<file path="config.mk">
export PLATFORM = sky130hd
export DESIGN_NAME = fifo_reader
export DESIGN_NICKNAME = d
export VERILOG_FILES = /design/src/rtl/fifo_reader.sv
export SDC_FILE = /design/constraint.sdc
export NUM_CORES = 1
export LEC_CHECK = 0
export ABC_AREA = 1
export ABC_CLOCK_PERIOD_IN_PS = 2690
export CORE_MARGIN = 2
export CORE_UTILIZATION = 38
export CTS_CLUSTER_DIAMETER = 30
export DETAILED_ROUTE_END_ITERATION = 10
export PLACE_DENSITY = 0.7
export SETUP_SLACK_MARGIN = 0.4
export SYNTH_ARGS = -nofsm -noshare
export SYNTH_HDL_FRONTEND = slang
export SYNTH_SLANG_ARGS = --single-unit
</file>
<file path="constraint.sdc">
create_clock -name clk -period 2.69 [get_ports clk]
set_input_delay 0.4035 -clock clk [delete_from_list [all_inputs] [get_ports clk]]
set_output_delay 0.4035 -clock clk [all_outputs]
set_load 0.03 [all_outputs]
</file>
<file path="src/rtl/fifo_reader.sv">
// fifo_reader: drains an upstream FIFO into a 2-entry in-order output buffer
// with ready/valid delivery, an IDLE/ACTIVE/FLUSH controller and a transfer counter.
module fifo_reader #(
   parameter int WIDTH = 8
) (
   input  logic             clk,
   input  logic             rst,
   input  logic             enable,
   input  logic             fifo_empty,
   output logic             fifo_rd_en,
   input  logic [WIDTH-1:0] fifo_rd_data,
   output logic             out_valid,
   output logic [WIDTH-1:0] out_data,
   input  logic             out_ready,
   output logic [15:0]      word_count,
   output logic             busy
);
   typedef enum logic [1:0] {IDLE, ACTIVE, FLUSH} state_t;
   state_t state, state_nx;
   logic [1:0] occ, occ_nx, widx;
   logic pend, pop;
   logic [WIDTH-1:0] b0, b1;
   assign out_valid = occ != 2'd0;
   assign out_data = b0;
   assign pop = out_valid & out_ready;
   assign busy = state != IDLE;
   assign widx = occ - {1'b0, pop};
   assign occ_nx = widx + {1'b0, pend};
   // occ_nx already counts this cycle's pop and capture, so a slot freed now is refilled at once
   assign fifo_rd_en = !rst & enable & !fifo_empty & (state == ACTIVE) & (occ_nx < 2'd2);
   always_comb
      state_nx = enable ? ACTIVE
               : state == ACTIVE ? ((occ != 2'd0 || pend) ? FLUSH : IDLE)
               : state == FLUSH ? ((occ_nx != 2'd0) ? FLUSH : IDLE)
               : IDLE;
   always_ff @(posedge clk)
      if (rst) begin
         state <= IDLE;
         occ <= 2'd0;
         pend <= 1'b0;
         b0 <= '0;
         b1 <= '0;
         word_count <= '0;
      end else begin
         state <= state_nx;
         occ <= occ_nx;
         pend <= fifo_rd_en;
         b0 <= (pend && widx == 2'd0) ? fifo_rd_data : pop ? b1 : b0;
         b1 <= (pend && widx == 2'd1) ? fifo_rd_data : b1;
         word_count <= word_count + 16'(pop);
      end
endmodule

</file>
Word level (Yosys, flattened, before mapping)
Index checks and enable logic that the tools add are counted.

Add/sub/neg operators: 3. Multiply operators: 0. Div/mod/pow operators: 0. Order comparisons: 1. Equal/unequal tests: 3. Shift-type cells: 0. Mux-type cells: 7. Bitwise gates (word level): 5. Reductions and logical operators: 11.

Operator list (number): $add 16x1->16 (1); $mux 8 (2); $mux 2 (4); $reduce_bool 2->1 (4); $and 1x1->1 (5); $eq 2x1->1 const B (2); $add 2x1->2 (1); $eq 2x2->1 const B (1); $logic_and 1x1->1 (2); $logic_not 1->1 (2); $logic_not 2->1 (1); $lt 2x2->1 const B (1); $reduce_or 2->1 (1); $sub 2x1->2 (1); $logic_or 1x1->1 (1); $mux 1 (1).

Flip-flop bits (word level): 37. Latch bits: 0. RAM bits: 0. Bits in read-only memories: 0. Bits of input ports: 13. Output and inout bits: 27. Word-level logic and storage cells: 37. Memories: 0.

Longest topological paths before layout
Gate-level depths: netlist of run 1.

Word-level depth: 9. Mapped depth: 12. Mapped depth without buffers: 12.

Worst setup path after synthesis of run 1
No wires, ideal clock.

Path kind: in2out. Start point: input port out_ready. End point: output port fifo_rd_en. Data arrival time: 1797 ps. Required time: 2287 ps. Path slack: 489 ps. Stages on the path: 6. Path buffers: 1. Cells stage by stage: nand3_1 nand2_1 nand3_2 buf_6 nand2_1 nor4_1.

Word-level cells in the longest chain between the ends: 5.

Ends and longest elaborated chain: start: declaration (line 14) `input logic out_ready,`; $and 1x1->1 (line 25) `assign pop = out_valid & out_ready;`; $sub 2x1->2 (line 27) `assign widx = occ - {1'b0, pop};`; $add 2x1->2 (line 28) `assign occ_nx = widx + {1'b0, pend};`; $lt 2x2->1 (line 30) `assign fifo_rd_en = !rst & enable & !fifo_empty & (state == ACTIVE) & (occ_nx < 2'd2);`; $and 1x1->1 (line 30); end: declaration (line 10) `output logic fifo_rd_en,`.

No other way between the ends.

Final worst setup path of run 1
Same ends and word-level chain as after synthesis.

==> results of run 1 <==
## worst reg2reg max path, delay by kind of cell (launching register included)
kind                     cells  cell delay [ps]
AO/OA/AOI/OAI                2              220
adder cells (fa/ha/maj)      1              200
buffers and inverters        3              340
flip-flops                   1              370
AND/OR/NAND/NOR              6              670
## flip-flops by register name, summed over array words and instances (netlist names)
signal / count
pend: 1
occ: 2
state: 2
word_count: 16
out_data: 8
b1: 8
## power by group through the flow
stage,Combinational (mW),Clock [mW],Sequential [mW]
after floorplan,0.0238,0,0.576
after global placement,0.0684,0,0.568
after detailed placement,0.0687,0,0.568
after CTS,0.0684,0.389,0.556
after global routing,0.0745,0.413,0.556
final,0.0683,0.374,0.556
## per-layer routing
metal | global-route usage (%) | vias up
met4 | 6.536 | 0
met3 | 5.409 | 6
li1 | - | 809
met1 | 18.77 | 697
met2 | 24.47 | 46
met5 | 0 | -
## synth_stat cells
library cell,instances,area (um2)
nand2_2,2,12.51
clkbuf_1,2,7.510
xnor2_1,1,8.760
nand3_1,10,50.05
nor4_1,2,12.51
o21ai_0,21,105.1
o21ai_1,9,45.04
inv_1,24,90.09
or3_1,1,6.260
buf_1,1,3.750
nand3b_1,2,15.01
nand2_4,1,11.26
o21a_1,1,7.510
nor3_1,4,20.02
nand4_1,3,18.77
nor2_2,1,6.260
ha_1,1,12.51
buf_6,1,11.26
dfxtp_1,37,740.7
nor2_4,1,11.26
nand3_2,3,30.03
nand2_1,37,138.9
a21oi_1,22,110.1
inv_2,4,15.01
a211oi_2,1,12.51
nor2_1,29,108.9
## worst min path at each step
stage | to | slack (ps) | cells after the start
3_3_place_gp | word_count[12]$_SDFF_PP0_ | 450 | 2
3_5_place_dp | word_count[12]$_SDFF_PP0_ | 460 | 2
5_1_grt | b1[5]$_SDFFE_PP0P_ | 500 | 2
6_report | word_count[12]$_SDFF_PP0_ | 470 | 2
2_1_floorplan | b1[0]$_SDFFE_PP0P_ | 450 | 2
4_1_cts | word_count[12]$_SDFF_PP0_ | 480 | 2
## logic make-up after synthesis
kind of cell | after synthesis | share of synthesized area, %
XOR/XNOR | 1 | 0.5436
flip-flops | 37 | 45.96
buffers and inverters | 32 | 7.919
adder cells (fa/ha/maj) | 1 | 0.7763
AO/OA/AOI/OAI | 54 | 17.39
AND/OR/NAND/NOR | 96 | 27.41
## metrics by stage
step                      worst slack (ps)  area (um2)  total power [mW]
after floorplan                      489.3        1612            0.5995
after global placement               397.5        2054            0.6366
after detailed placement             293.8        2054            0.6370
after CTS                            666.1        2136             1.013
after global routing                 554.0        2136             1.043
final                                679.7        2136            0.9981
## cell type report
type                    instances  area [um2]
well taps                      50       62.56
flip-flops and latches         37       740.7
fillers                       405        1893
clock inverters                 2       10.01
repair buffers                 41       401.6
inverters                      28       105.1
clock buffers                   6       72.57
multi-input cells             152       743.2
## layout by cell type, fill, tap and decap left out, drive strengths merged
cell type / synthesis / layout
a211oi: 1 / 1
a21oi: 22 / 22
buf: 2 / 3
clkbuf: 2 / 6
clkdlybuf4s50: 0 / 37
clkinv: 0 / 2
dfxtp: 37 / 37
dlygate4sd2: 0 / 1
ha: 1 / 1
inv: 28 / 28
nand2: 40 / 40
nand3: 13 / 13
nand3b: 2 / 2
nand4: 3 / 3
nor2: 31 / 31
nor3: 4 / 4
nor4: 2 / 2
o21a: 1 / 1
o21ai: 30 / 30
or3: 1 / 1
xnor2: 1 / 1
==> metrics.yaml, run 1 <==
status: "finished, final reports clean"
cpLargestDelayFamily: "simple AND/OR/NAND/NOR gates"
cts_hold_buf: 0
fin_tns_setup_ps: 0
syn-instance-count: 221
ir_drop_mv: 0.3232
pwr-share-clk_pct: 37.5
synth_area_um2: 1612
r2r_cells: 12
clock.fmax_mhz: 497.4
die_w_um: 69.12
maxCapViolCount: 0
p_leak_nw: 0.8129
netSwitchingFraction_pct: 23.49
comb_power_share_pct: 6.8
hold_violations: 0
overflow: 0
required_ps: 2290
start_util_pct: 40.00
setup.worst_path.class: "in -> out"
highest_layer: "met4"
yosysSeqAreaShare_pct: 45.96
holdCritPathClass: "reg -> reg"
post-route-util_pct: 53.01
root_buffer: "clkbuf_8"
core_um2: 4029
area_growth_pct: 32.53
ioPinCount: 40
min-delay-start: "word_count[12]$_SDFF_PP0_"
die_area_um2: 4778
finClkSkew_ps: 3.316
p_int_uw: 763.7
postCtsSetupBuffers: 0
cpMaxStageDelayCell: "dlygate4sd2_1"
finalNonFillerCells: 316
place_inst: 308
vias: 1558
final_layout_size_suffix_gt1_share_pct: 8.647
cts_tree: "yes"
post_drt_via_cell_ratio: 4.930
cp_num_buf_inv: 3
critPathCaptureType: "output pin"
maxSlewHeadroom_pct: 62.28
rrSetupSlack_ps: 780
power_density_nw_per_um2: 467.3
worstSetupEndpoint: "fifo_rd_en"
num_rows: 23
antenna_left: 0
yosysWarningCount: 0
cts_resized: 1
die_height_um: 69.12
reg2reg_to: "word_count[12]$_SDFF_PP0_"
crit_start: "out_ready"
worstMarginPinSlew_ps: 565.2
io_buffers: 39
numCtsBuffers: 5
grt_pass1_vias: 1387
grt_first_pass_wirelength_mm: 5.947
grt_max_degree: 23
m1WireLength_mm: 1.704
period_needed_ps: 2010
cp_common_cell: "nand2_1"
wl_per_cell_um: 11.30
cts.htree.levels: 2
drt_iter0_markers: 65
timing.final.crit_share_pct: 74.73
cpPeakStageDelay_ps: 290
ys_ff_latch: 37
clkTransAtPathRegs_ps: 70
insertion_delay_ps: 290
start_kind: "primary input"
syn-num-nets: 235
seqPwrFrac_pct: 55.7
switchingPower_uw: 234.4
antenna_found_initial: 0
ys_types: 26
grt_setup_unrepaired: "false"
clkSinkCount: 37
avgSynthCellArea_um2: 7.292
grt.total_usage_pct: 15.37
crit_arrival_ps: 1610
timing.hold.ws_ps: 473.0
dr.pass1.iters: 4
place.gp.congestion: 0.8361
r2r_start: "occ[1]$_SDFF_PP0_"
wl_mm: 3.572
setup_viol: 0
drc: 0
wl_met3_um: 202
hpwl_mm: 2.580
worstPathCellList: "dlygate4sd2_1, nand3_1, nand2_1, inv_1, nand2_1, nand2_1, nor4_1, buf_4"
num_antenna_cells: 0
path_depth: 8
cp_max_fo: 5
maxSlewViolCount: 0
finalNetCount: 279
wl_met2_mm: 1.594
ctsLongestPathBuffers: 2
(Power assumes the default switching activity.)
==> inputs of run 2 (changes only) <==
--- a/config.mk
+++ b/config.mk
@@ -6,12 +6,12 @@
 export NUM_CORES = 1
 export LEC_CHECK = 0
 export ABC_AREA = 1
-export ABC_CLOCK_PERIOD_IN_PS = 2690
+export ABC_CLOCK_PERIOD_IN_PS = 1600
 export CORE_MARGIN = 2
 export CORE_UTILIZATION = 38
 export CTS_CLUSTER_DIAMETER = 30
 export DETAILED_ROUTE_END_ITERATION = 10
-export PLACE_DENSITY = 0.7
+export PLACE_DENSITY = 0.73
 export SETUP_SLACK_MARGIN = 0.4
 export SYNTH_ARGS = -nofsm -noshare
 export SYNTH_HDL_FRONTEND = slang
==> constraint.sdc (replaced) <==
create_clock -name clk -period 1.6 [get_ports clk]
set_input_delay 0.24 -clock clk [delete_from_list [all_inputs] [get_ports clk]]
set_output_delay 0.24 -clock clk [all_outputs]
set_load 0.03 [all_outputs]
==> run 2 against run 1 <==
The run now ends with negative setup slack left; setup slack worse by 780 ps; final cell count is 9.5% higher; via count increased by 14%; clock skew is 1.3 ps higher; total power rose by 76%; clock power up 82%; flip-flop and latch count did not move; highest routed layer unchanged.
==> metrics.yaml, run 2 (synthesis gave the netlist of run 1 again) <==
status: "finished, violations left"
violations: "negative setup slack"
maxCapViolCount: 0  # unchanged
clock.fmax_mhz: 589.6
holdCritPathClass: "reg -> reg"
m1WireLength_mm: 1.888  # +11%
start_kind: "flip-flop"
maxSlewViolCount: 0  # unchanged
post-route-util_pct: 64.69  # +12 points
drc: 0  # unchanged
grt_max_degree: 17  # -26%
power_density_nw_per_um2: 673.4  # +44%
cpPeakStageDelay_ps: 380  # +90 ps
grt.total_usage_pct: 18.52  # +3.2 points
p_int_mw: 1.340  # +76%
overflow: 0  # unchanged
wl_met2_mm: 2.484  # +56%
die_height_um: 69.12  # unchanged
insertion_delay_ps: 300  # about the same
hold_violations: 0  # unchanged
place_ws_ps: -299.3  # -593.1 ps
antenna_found_initial: 0  # unchanged
start_util_pct: 40.00  # unchanged
grt_first_pass_wirelength_mm: 7.107  # +20%
finalNetCount: 309  # +11%
required_ps: 1360  # -930 ps
die_w_um: 69.12  # unchanged
die_area_um2: 4778  # unchanged
wl_mm: 4.727  # +32%
wl_met3_um: 226  # +12%
drt_iter0_markers: 67  # +3.1%
regMostFlops: "word_count"
netSwitchingFraction_pct: 23.62  # +0.14 points
p_leak_nw: 1.095  # +35%
root_buffer: "clkbuf_8"
highest_layer: "met4"
ioPinCount: 40  # unchanged
reg2reg_to: "state[1]$_SDFF_PP0_"
core_um2: 4029  # unchanged
num_rows: 23  # unchanged
cpMaxStageDelayCell: "dfxtp_2"
r2r_start: "occ[0]$_SDFF_PP0_"
crit_arrival_ps: 1460  # -150 ps
ir_drop_mv: 0.4952  # +53%
cts.htree.levels: 2  # unchanged
vias: 1771  # +14%
area_growth_pct: 61.72
clkSinkCount: 37  # unchanged
grt_setup_unrepaired: "true"
seqPwrFrac_pct: 53.0  # -2.7 points
cp_max_fo: 3  # -2
r2r_cells: 13  # +1
switchingPower_uw: 414.6  # +77%
cts_hold_buf: 0  # unchanged
finClkSkew_ps: 4.651  # +1.335 ps
final_layout_size_suffix_gt1_share_pct: 46.62  # +38 points
place.gp.congestion: 0.7918  # -5.3%
ctsLongestPathBuffers: 2  # unchanged
numCtsBuffers: 5  # unchanged
num_antenna_cells: 0  # unchanged
dr.pass1.iters: 4  # unchanged
final_cell_mix: "nand2_1 (27), nor2_1 (27), dfxtp_1 (22)"
setup.worst_path.class: "reg -> out"
io_buffers: 39  # unchanged
cts_tree: "yes"
grt_pass1_vias: 1657  # +19%
hpwl_mm: 2.896  # +12%
crit_start: "occ[1]$_SDFF_PP0_"
comb_power_share_pct: 8.2  # +1.4 points
setup_viol: 2  # +2
clkTransAtPathRegs_ps: 70  # about the same
worstPathCellList: "nand3_4, nand2_4, nand2_4, nand2_2, nand2_2, nor4_4, buf_4"
period_needed_ps: 1696
largest_reg_flops: 16  # unchanged
critPathCaptureType: "output pin"
min-delay-start: "word_count[12]$_SDFF_PP0_"
wl_per_cell_um: 13.66  # +21%
maxSlewHeadroom_pct: 71.24  # +9.0 points
hold_depth: 2  # unchanged
antenna_left: 0  # unchanged
min_to: "word_count[12]$_SDFF_PP0_"
worstMarginPinSlew_ps: 428.1  # -137.0 ps
pwr-share-clk_pct: 38.7  # +1.2 points
timing.hold.ws_ps: 481.3  # +8.305 ps
post_drt_via_cell_ratio: 5.118  # +3.8%
rrSetupSlack_ps: -60  # -840 ps
setup_ws_ps: -96.07  # -775.8 ps
timing.final.crit_share_pct: 106.0
run 2: changes by cell type in the layout (fill, tap and decap cells not counted), sizes merged:
cell and change:
buf +51, clkbuf +4, clkdlybuf4s15 +3, clkdlybuf4s18 +1, clkdlybuf4s50 -26, clkinv -2
dlygate4sd2 -1
run 2: worst max path at each step:
| stage | endpoint | slack [ps] | cells after the start |
|---|---|---|---|
| global placement | fifo_rd_en | -240 | 8 |
| detailed placement | fifo_rd_en | -300 | 8 |
| floorplan | word_count[12]$_SDFF_PP0_ | 80 | 12 |
| CTS | fifo_rd_en | -70 | 7 |
| global route | state[1]$_SDFF_PP0_ | -160 | 13 |
| finish | fifo_rd_en | -100 | 7 |
run 2: power by group through the flow:
stage	clock [mW]	combinational, mW	sequential (mW)
2_1_floorplan	0	0.0424	0.963
3_3_place_gp	0	0.128	0.950
3_5_place_dp	0	0.130	0.950
4_1_cts	0.693	0.131	0.930
5_1_grt	0.729	0.155	0.931
6_report	0.680	0.145	0.930
run 2: cell type report:
cell class	instances	area, um2
Clock buffer	8	90.09
Fill cell	345	1423
Sequential cell	37	767.0
Tap cell	50	62.56
Inverter	28	110.1
Multi-Input combinational cell	152	985.9
Timing Repair Buffer	71	590.6
run 2: metal layers:
layer | vias to the layer above | global-route usage [%]
li1 | 872 | -
met1 | 838 | 19.87
met2 | 47 | 32.48
met3 | 14 | 4.094
met4 | 0 | 11.98
met5 | - | 0
run 2: worst max-delay path: cells and delay by family (launching register included):
| kind | cells | cell delay (ps) |
|---|---|---|
| flip-flops | 1 | 380 |
| AND/OR/NAND/NOR | 6 | 580 |
| buffers and inverters | 1 | 200 |
run 2: through the flow:
stage | cells | total power [mW] | setup TNS [ps] | instance area (um2)
4_1_cts | 340 | 1.753 | -84.59 | 2487
6_report | 346 | 1.755 | -158.9 | 2606
2_1_floorplan | 221 | 1.005 | 0 | 1698
3_5_place_dp | 322 | 1.080 | -3336 | 2246
5_1_grt | 346 | 1.815 | -542.4 | 2606
3_3_place_gp | 322 | 1.079 | -2475 | 2246
run 2: what timing repair did:
action	CTS	global route
resized for setup	143	65
buffers inserted	10	6
pin swaps	9	15
endpoints found under the setup margin	59	46
==> patch 1: new RTL, config.mk and constraints of run 2 <==
Register the output `word_count` once more, with the module's reset; this adds one clock of latency there. The other outputs are not delayed to match.
--- a/src/rtl/fifo_reader.sv
+++ b/src/rtl/fifo_reader.sv
@@ -16,6 +16,8 @@
    output logic             busy
 );
    typedef enum logic [1:0] {IDLE, ACTIVE, FLUSH} state_t;
+
+   logic [15:0] word_count_s0;
    state_t state, state_nx;
    logic [1:0] occ, occ_nx, widx;
    logic pend, pop;
@@ -40,14 +42,22 @@
          pend <= 1'b0;
          b0 <= '0;
          b1 <= '0;
-         word_count <= '0;
+         word_count_s0 <= '0;
       end else begin
          state <= state_nx;
          occ <= occ_nx;
          pend <= fifo_rd_en;
          b0 <= (pend && widx == 2'd0) ? fifo_rd_data : pop ? b1 : b0;
          b1 <= (pend && widx == 2'd1) ? fifo_rd_data : b1;
-         word_count <= word_count + 16'(pop);
+         word_count_s0 <= word_count_s0 + 16'(pop);
       end
+   always_ff @(posedge clk) begin
+       if (rst) begin
+           word_count <= '0;
+       end else begin
+           word_count <= word_count_s0;
+       end
+   end
+
 endmodule
 
Check against the original RTL: not equivalent (a bounded check fails within 10 cycles, from zero or initial values and one cycle with rst high).
==> patch 1 against run 2 <==
The flow still finishes with violations (negative setup slack). Critical path type is now in -> out. Power increased by 38%. Maximum frequency decreased by 5.1%. Area after synthesis increased by 33%. Critical path depth increased by 1. Largest power group unchanged. Cell area increased by 26%. Worst hold slack got worse by 0.17 ns. Core utilization decreased by 4.8 points. Synthesized cell count increased by 29%. Critical endpoint unchanged. Setup slack got worse by 0.092 ns. Sequential cell count increased by 16. Wire length increased by 25%.
==> patch 1: results (changes against run 2) <==
outcome complete, but fails checks (unchanged); Seq/total area 0.328 (was 0.294); r2r endpoint word_count_s0[12] (was state[1]); Hold WC Path Type in -> reg (was reg -> reg); initial drt markers 131 (was 67); top cells by area, synth dfxtp_1 50%, nand3_1 10%, nor2_1 8.6%, inv_1 7.7%, nand2_1 6.5% (was dfxtp_1 46%, nand2_1 8.6%, a21oi_1 6.8%, nor2_1 6.8%, o21ai_0 6.5%); Fillers 501 (was 345); grt met1 use 0.183 (was 0.199); Final GP Congestion 0.841 (was 0.792); Clock Pin Slew Worst Setup and Hold Paths 0.09 ns (was 0.07 ns); worst slack, placed -0.356 ns (was -0.299 ns); Layout clock area frac 0.0355 (was 0.0346); slowest cell delay on critical path 0.28 ns (was 0.38 ns); WHS 0.309 ns (was 0.481 ns); syn avg cell area 7.51 um2 (was 7.29 um2); Detail Placement HPWL 3280 um (was 2900 um); violated checks negative setup slack (unchanged); nonclk inv count 46 (was 28); share of the yosys chip area belonging to registers 0.496 (was 0.460); post-synth cell types 25 (was 26); setup TNS -1.06 ns (was -0.159 ns); nonclk buf count 82 (was 71); CP top delay family buffers and inverters (was simple AND/OR/NAND/NOR gates); Mapped Area 2140 um2 (was 1610 um2); synthesized-area fraction occupied by adder cells 0.00584 (was 0.00776); cell area after layout 3280 um2 (was 2610 um2); clk_skew 0.00542 ns (was 0.00465 ns); total track usage 0.182 (was 0.185); fraction of area in multi-input gates 0.310 (was 0.378); largest net degree at the start of global routing 27 (was 17); global-route wire length before repair 9030 um (was 7110 um); Final Instance Count excl. Fillers 439 (was 346); Crit. Startpoint out_ready (was occ[1]); nets 380 (was 309); Slew @ Worst Pin 0.265 ns (was 0.428 ns); Max VDD drop 0.000524 V (was 0.000495 V); DR pass1 iterations 5 (was 4); clock net sink count 53 (was 37); post-synthesis xor/xnor area fraction 0 (was 0.00543); final number of setup-violating endpoints 15 (was 2); # resized after CTS 136 (was 143); post-synthesis compound-gate area fraction 0.0731 (was 0.174); buffer count from post-CTS setup fixing 11 (was 10); post-synth net total 299 (was 235); multiplexer share of the synthesized area 0 (unchanged); worst r2r src occ[1] (was occ[0]); Routed WL per cell 13.5 um (was 13.7 um); post-route worst setup slack -0.188 ns (was -0.0961 ns); share of layout cells above drive strength 1 0.368 (was 0.466); Reg2Reg Setup Slack -0.09 ns (was -0.06 ns); #MultiIn Comb 178 (was 152); met3 GRT Util 0.0352 (was 0.0409); met2 usage in global routing 0.353 (was 0.325); Post-synth top cells 53 x dfxtp_1, 49 x nor2_1, 44 x inv_1, 43 x nand3_1, 37 x nand2_1 (was 37 x dfxtp_1, 37 x nand2_1, 29 x nor2_1, 24 x inv_1, 22 x a21oi_1); non-clk buf share 0.244 (was 0.227); Worst path slowest cell dlygate4sd2_1 (was dfxtp_2); Inst Count DP 408 (was 322); mean number of vias per cell 4.91 (was 5.12); number of global-route vias before repair 2,170 (was 1,657); Min-Delay Startpoint rst (was word_count[12])
## patch 1: cell count changes after synthesis, moves of 8 or more
cell | before | now
o21ai_0 | 21 | 13
nor2_1 | 29 | 49
dfxtp_1 | 37 | 53
a21oi_1 | 22 | 11
inv_1 | 24 | 44
nand3_1 | 10 | 43
o21ai_1 | 9 | 1
## patch 1: routing by layer
layer	vias up	routed length (um)
li1	1062	-
met1	1000	2270
met2	70	3200
met3	22	263
met4	0	193
met5	-	0
## patch 1: kinds of logic (layout without fill, tap and decap cells)
| group | after synthesis | in the layout |
|---|---|---|
| AOI/OAI and AO/OA | 29 | 29 |
| adders and majority gates | 1 | 1 |
| buffers and inverters | 54 | 136 |
| DFF | 53 | 53 |
| and+or+nand+nor | 148 | 148 |
## patch 1: power by group
part / total [mW] / internal, mW / switching [mW]
logic: 0.150 / 0.0702 / 0.0796
clock network: 0.946 / 0.511 / 0.436
registers: 1.32 / 1.32 / 0.00311
total: 2.42 / 1.90 / 0.518
==> patch 2: new RTL, config.mk and constraints of run 2 <==
Without the edit above. The parameter `WIDTH` goes from 8 to 12.
--- a/src/rtl/fifo_reader.sv
+++ b/src/rtl/fifo_reader.sv
@@ -1,7 +1,7 @@
 // fifo_reader: drains an upstream FIFO into a 2-entry in-order output buffer
 // with ready/valid delivery, an IDLE/ACTIVE/FLUSH controller and a transfer counter.
 module fifo_reader #(
-   parameter int WIDTH = 8
+   parameter int WIDTH = 12
 ) (
    input  logic             clk,
    input  logic             rst,
Interface: changed (resized fifo_rd_data and out_data); port bits go from 40 to 48. No check against the original RTL was run, so the function may have changed too.
==> patch 2 against run 2 <==
The flow still finishes with violations (negative setup slack). Power increased by 14%. Sequential cell count increased by 8. Sequential power grew 20%. Area after synthesis grew 27%. Global-route usage up 1.3 points. Wire length rose by 26%. Cell count is 26% higher. Non-clock buffer count increased by 17. Setup slack improved by 0.021 ns. Count of clock-buffer cells in the layout unchanged. Cell area grew 20%. Maximum frequency up 1.2%. Largest cell class unchanged. Largest power group unchanged.
==> patch 2: results (changes against run 2) <==
post-synth net total 301 (was 235); final number of setup-violating endpoints 7 (was 2); relative slew slack 0.772 (was 0.712); largest net degree at the start of global routing 25 (was 17); total track usage 0.198 (was 0.185); routed wl met3 250 um (was 226 um); share of the yosys chip area belonging to registers 0.442 (was 0.460); Core Region 5140 um2 (was 4030 um2); M1 wire length 2590 um (was 1890 um); outcome complete, but fails checks (unchanged); setup TNS -0.299 ns (was -0.159 ns); violated checks negative setup slack (unchanged); post-synth cell types 31 (was 26); Hold EP word_count[15] (was word_count[12]); met3 GRT Util 0.0494 (was 0.0409); nets 384 (was 309); Final GP Congestion 0.858 (was 0.792); Syn Inst Count 283 (was 221); grt met1 use 0.243 (was 0.199); clk_skew 0.00972 ns (was 0.00465 ns); post-synthesis compound-gate area fraction 0.0902 (was 0.174); number of global-route vias before repair 2,065 (was 1,657); post-route worst setup slack -0.0753 ns (was -0.0961 ns); top cells by area, synth dfxtp_1 44%, nand3_1 15%, nor2_1 6.6%, nand2_1 6.4%, inv_1 5.9% (was dfxtp_1 46%, nand2_1 8.6%, a21oi_1 6.8%, nor2_1 6.8%, o21ai_0 6.5%); Inst Count DP 409 (was 322); Min-Delay Startpoint word_count[15] (was word_count[12])
-- patch 2: changes by cell type after synthesis, moves of 4 or more --
cell / delta
o21ai_1: -8
a21oi_1: -10
dfxtp_1: +8
inv_1: +8
buf_2: +4
nor2_1: +7
nand3_1: +50
-- patch 2: what timing repair did --
action                                  4_1_cts  5_1_grt
endpoints found under the setup margin       71       59
pin swaps                                    14       10
setup buffers                                12        8
gates resized for setup                     167       46
-- patch 2: final cells by class --
type	count	area (um2)	share of cell area
multi-input cells	191	1120	0.357
flip-flops and latches	45	938	0.300
repair buffers	88	757	0.242
inverters	35	136	0.0436
clock buffers	8	90.1	0.0288
well taps	70	87.6	0.0280
-- patch 2: power by group through the flow --
stage | Combinational, mW | Sequential (mW) | Clock (mW)
2_1_floorplan | 0.0516 | 1.15 | 0
3_3_place_gp | 0.139 | 1.15 | 0
3_5_place_dp | 0.139 | 1.15 | 0
4_1_cts | 0.143 | 1.12 | 0.750
5_1_grt | 0.161 | 1.12 | 0.795
6_report | 0.149 | 1.12 | 0.730
